**src/rtl/pipe_datapath.sv**
```systemverilog
// pipe_datapath: two-stage execute/writeback datapath with register file, operand bypass and retire counter.
// W holds the result until the consumer takes it; E is purely combinational.
module pipe_datapath #(
    parameter int WIDTH   = 32,
    parameter int REGS    = 32,
    parameter int ZERO_R0 = 1,
    localparam int AW     = $clog2(REGS),
    localparam int IW     = 4 + 3 * AW,
    localparam int CW     = 32
) (
    input  logic             clock,
    input  logic             reset_n,
    input  logic [IW-1:0]    instruct,
    input  logic             in_valid,
    output logic             in_ready,
    output logic [WIDTH-1:0] muxout,
    output logic [AW-1:0]    out_rd,
    output logic             out_valid,
    input  logic             out_ready,
    output logic             out_illegal,
    output logic [CW-1:0]    retire_count
);
    logic [WIDTH-1:0] r_regs [REGS];
    logic             r_valid;
    logic [WIDTH-1:0] r_mux;
    logic [AW-1:0]    r_rd;
    logic             r_ill;
    logic [CW-1:0]    r_cnt;

    logic [3:0]            w_op;
    logic [AW-1:0]         w_rd, w_rs1, w_rs2;
    logic [WIDTH-1:0]      w_a, w_b, w_res;
    logic [WIDTH+2*AW-1:0] w_imm;
    logic                  w_ill, w_pend, w_acc, w_ret;

    assign w_op  = instruct[3:0];
    assign w_rd  = instruct[AW+3:4];
    assign w_rs1 = instruct[2*AW+3:AW+4];
    assign w_rs2 = instruct[3*AW+3:2*AW+4];
    assign w_imm = {{WIDTH{1'b0}}, w_rs1, w_rs2};

    // W will write r_rd on retire; the same condition gates the bypass
    assign w_pend = r_valid && !r_ill && !(ZERO_R0 != 0 && r_rd == '0);
    assign w_a = (ZERO_R0 != 0 && w_rs1 == '0) ? '0 : (w_pend && w_rs1 == r_rd) ? r_mux : r_regs[w_rs1];
    assign w_b = (ZERO_R0 != 0 && w_rs2 == '0) ? '0 : (w_pend && w_rs2 == r_rd) ? r_mux : r_regs[w_rs2];

    assign in_ready     = !r_valid || out_ready;
    assign w_acc        = in_valid && in_ready;
    assign w_ret        = r_valid && out_ready;
    assign out_valid    = r_valid;
    assign muxout       = r_mux;
    assign out_rd       = r_rd;
    assign out_illegal  = r_ill;
    assign retire_count = r_cnt;

    // Shift amounts past WIDTH naturally yield zero / sign fill
    always_comb begin
        w_res = '0;
        w_ill = 1'b0;
        case (w_op)
            4'd0:    w_res = w_a + w_b;
            4'd1:    w_res = w_a - w_b;
            4'd2:    w_res = w_a & w_b;
            4'd3:    w_res = w_a | w_b;
            4'd4:    w_res = w_a ^ w_b;
            4'd5:    w_res = w_a << w_rs2;
            4'd6:    w_res = w_a >> w_rs2;
            4'd7:    w_res = $signed(w_a) >>> w_rs2;
            4'd8:    w_res = w_imm[WIDTH-1:0];
            default: w_ill = 1'b1;
        endcase
    end

    always_ff @(posedge clock or negedge reset_n) begin
        if (!reset_n) begin
            r_valid <= 1'b0;
            r_mux   <= '0;
            r_rd    <= '0;
            r_ill   <= 1'b0;
            r_cnt   <= '0;
            for (int i = 0; i < REGS; i++) r_regs[i] <= '0;
        end else begin
            if (w_ret) begin
                r_cnt <= r_cnt + CW'(1);
                if (w_pend) r_regs[r_rd] <= r_mux;
            end
            if (w_acc) begin
                r_valid <= 1'b1;
                r_mux   <= w_res;
                r_rd    <= w_rd;
                r_ill   <= w_ill;
            end else if (w_ret) begin
                r_valid <= 1'b0;
            end
        end
    end
endmodule

```
**config.mk**
```make
export PLATFORM = sky130hd
export DESIGN_NAME = pipe_datapath
export DESIGN_NICKNAME = d
export VERILOG_FILES = /design/src/rtl/pipe_datapath.sv
export SDC_FILE = /design/constraint.sdc
export NUM_CORES = 2
export LEC_CHECK = 0
export BUFFER_PORTS_ARGS = -buffer_cell sky130_fd_sc_hd__buf_2
export CORE_MARGIN = 3
export CORE_UTILIZATION = 60
export DETAILED_ROUTE_END_ITERATION = 7
export GPL_TIMING_DRIVEN = 1
export PLACE_DENSITY = 0.76
export REMOVE_ABC_BUFFERS = 1
export SETUP_SLACK_MARGIN = 0.5
export SYNTH_ARGS = -nofsm -noshare
export SYNTH_HDL_FRONTEND = slang
export SYNTH_SLANG_ARGS = --single-unit
```
**constraint.sdc**
```tcl
create_clock -name clock -period 13.7 [get_ports clock]
set_clock_uncertainty 0.2 [all_clocks]
set_input_delay 2.74 -clock clock [delete_from_list [all_inputs] [get_ports clock]]
set_output_delay 2.74 -clock clock [all_outputs]
set_load 0.05 [all_outputs]
```
==> flow_summary.json <==
{
  "status": "finished with violations",
  "violations": "design-rule violations",
  "async_flop_share_pct": 100,
  "cts_made_buffers": 117,
  "min_path_type": "reg -> reg",
  "slew_viol_final": 0,
  "drc": 16,
  "synth_cell_types": 114,
  "viasPerCell": 7.66,
  "routed_wl_um": 259000,
  "root_buffer": "clkbuf_16",
  "path_class": "in -> reg",
  "syn_avg_cell_area_sq_um": 12.1,
  "synth_top_family_by_area": "multiplexers",
  "power_density_mw_per_mm2": 112,
  "ant_nets": 0,
  "muxShareOfSynthArea_pct": 33.1,
  "core_area_sq_mm": 0.111,
  "fin_nets": 5520,
  "ys_warn_count": 0,
  "placed_cell_area_sq_mm": 0.0685,
  "clk_latency_ns": 0.74,
  "synth_area_leaders": "dfrtp_1 41%, mux4_2 15%, mux2_2 14%, mux2i_1 3.4%, nand2_1 2.5%",
  "grt-ovfl-total": 0,
  "grt_pass1_vias": 52600,
  "ctsResizeCount": 0,
  "nFillCells": 8132,
  "area_growth_syn_to_layout_pct": 8.14,
  "io_buffers": 94,
  "stdcell_count": 6998,
  "ys.flop_type": "dfrtp_1",
  "die_x_um": 341,
  "dieArea_sq_mm": 0.116,
  "start_kind": "input port",
  "setup_slack_ns": 3.73,
  "cts_tree": "yes",
  "worst_pin_slew_ns": 1.28,
  "ctsHoldBuffers": 0,
  "fin_crit_ns": 9.97,
  "netlist_top_cells_count": "1095 x dfrtp_1, 823 x mux2_2, 447 x nand2_1, 441 x mux4_2, 327 x clkbuf_1",
  "synthSimpleGateAreaFrac_pct": 6.73,
  "clock_sinks": 1095,
  "setup_tns_ns": 0,
  "vias": 53627,
  "dr.pass1.iters": 8,
  "cts.htree.levels": 3,
  "final_area_sq_mm": 0.0727,
  "cp.required_ns": 14.14,
  "dpl.hpwl_um": 169000,
  "antenna_found_initial": 16,
  "syn-cell-area_sq_mm": 0.0672,
  "synth_fa_ha_area_share_pct": 1.84,
  "cts_buffer_depth": 3,
  "slew_headroom_pct": 13.9,
  "timing.fmax_ghz": 0.100,
  "rows": 122,
  "ir_worst_vdd_mv": 0.119,
  "post-place-cells": 6768,
  "p_leak_nw": 33.0,
  "place_ws_ns": 3.19,
  "worstPathArrival_ns": 10.41,
  "grtUsageTotal_pct": 44.2,
  "cts_setup_buffers": 0,
  "grt_pass1_wl_um": 372000,
  "synth_top_area_cell": "dfrtp_1",
  "synth-seq-cells": 1095,
  "yosysMostFrequentCell": "dfrtp_1",
  "synth-compound-area-share_pct": 11.6,
  "finalCritPeriodShare_pct": 72.8,
  "synth_top_area_share_pct": 40.8,
  "grt_max_degree": 188,
  "syn_inst": 5572,
  "drive_gt1_share_pct": 33.9,
  "clk_pin_slew_ns": 0.06,
  "synth_xor_area_share_pct": 1.09,
  "synth_edf_count": 0,
  "drtIter0Drc": 7684,
  "initial_utilization_pct": 60.6,
  "maxCapViolations": 0,
  "crit_fanout": 69,
  "p_total_mw": 8.14,
  "top_level_ports": 95,
  "endpoint_kind": "register",
  "rsz0062_at_grt": "no",
  "die_h_um": 341,
  "yosysSeqAreaShare_pct": 40.8,
  "hold_violations": 0,
  "wl_per_cell_um": 37.0,
  "setup_violations": 0,
  "gp_congestion": 1.09
}
==> critical path: stages <==
cell and delay (ns):
buf_8 0.40, buf_4 0.64, buf_4 0.63, mux4_2 0.40
a22oi_1 0.22, a21oi_1 0.13, a311oi_1 0.77, o221ai_1 0.33
nor4_2 0.40, nand4_2 0.47, nor2_1 0.20, nor2_1 0.07
xnor2_1 0.17, ha_1 0.41, and3_1 0.21, a221o_1 0.31
a21oi_1 0.21, nor2b_1 0.09, nor3_1 0.14, a21o_1 0.27
a21oi_1 0.13, o31a_1 0.32, or4_1 0.42, a31oi_1 0.19
==> cell type report <==
type                       instances  area (sq um)  area share, %
inverter                          89           338          0.465
clock inverter                    44           642          0.883
antenna                           13          32.5         0.0448
clock buffer                     173          3540           4.88
sequential                      1095         27400           37.7
timing repair buffer             282          2090           2.87
multi-input combinational       3814         36800           50.6
tap                             1488          1860           2.56
==> metrics by stage <==
stage | utilization [%] | hold slack, ns
after floorplan | - | 0.163
after CTS | 65.5 | 0.197
after detailed placement | 61.7 | 0.184
final | 65.5 | 0.196
after global placement | 61.7 | 0.178
after global routing | 65.5 | 0.209
==> cell families (layout without fill, tap and decap cells) <==
family	after synthesis	in the layout
AND/OR/NAND/NOR	968	968
flip-flops	1095	1095
AO/OA/AOI/OAI	1144	1144
adder cells (fa/ha/maj)	98	98
multiplexers	1520	1520
XOR/XNOR	84	84
other	0	13
buffers and inverters	663	588
==> routing by layer <==
metal	share of wire (%)	vias up	global-route usage [%]
met3	13	1081	14.0
li1	-	20956	-
met4	7.6	16	27.7
met1	37	27460	58.8
met5	0.043	-	0
met2	43	4114	63.3
==> registers in the layout, summed over array words and instances, names as in the netlist <==
signal,cells
out_rd,5
out_valid,1
r_regs,1024
out_illegal,1
muxout,32
retire_count,32
==> where the power goes <==
part	internal (mW)	total (mW)	switching [mW]
combinational	0.424	1.29	0.871
clock	2.05	3.44	1.39
sequential	3.32	3.40	0.0824
total	5.80	8.14	2.34
==> cell usage in the layout, fill, tap and decap left out, types with 76 or more instances in the layout <==
master and n:
mux2i_1 226, dfrtp_1 1095, ha_1 97, a22oi_1 122, mux2_2 823, mux4_2 441, inv_1 81, nor2_1 153
clkbuf_16 121, o22ai_1 76, nand2_1 421, o21ai_0 307, buf_2 85, a21oi_1 152, buf_4 180
==> path summary, 6_finish.rpt <==
check | cells past startpoint | slack (ns) | to | startpoint
max | 24 | 3.73 | muxout[31] | instruct[15]
min | 0 | 0.20 | r_regs[1001] | r_regs[1001]
max reg2reg | 22 | 5.62 | muxout[31] | out_rd[3]
min reg2reg | 0 | 0.20 | r_regs[1001] | r_regs[1001]
max in group asynchronous | 3 | 8.96 | r_regs[371] | reset_n
min in group asynchronous | 1 | 1.91 | r_regs[528] | reset_n
No activity file was read; power rests on OpenSTA's default activity.
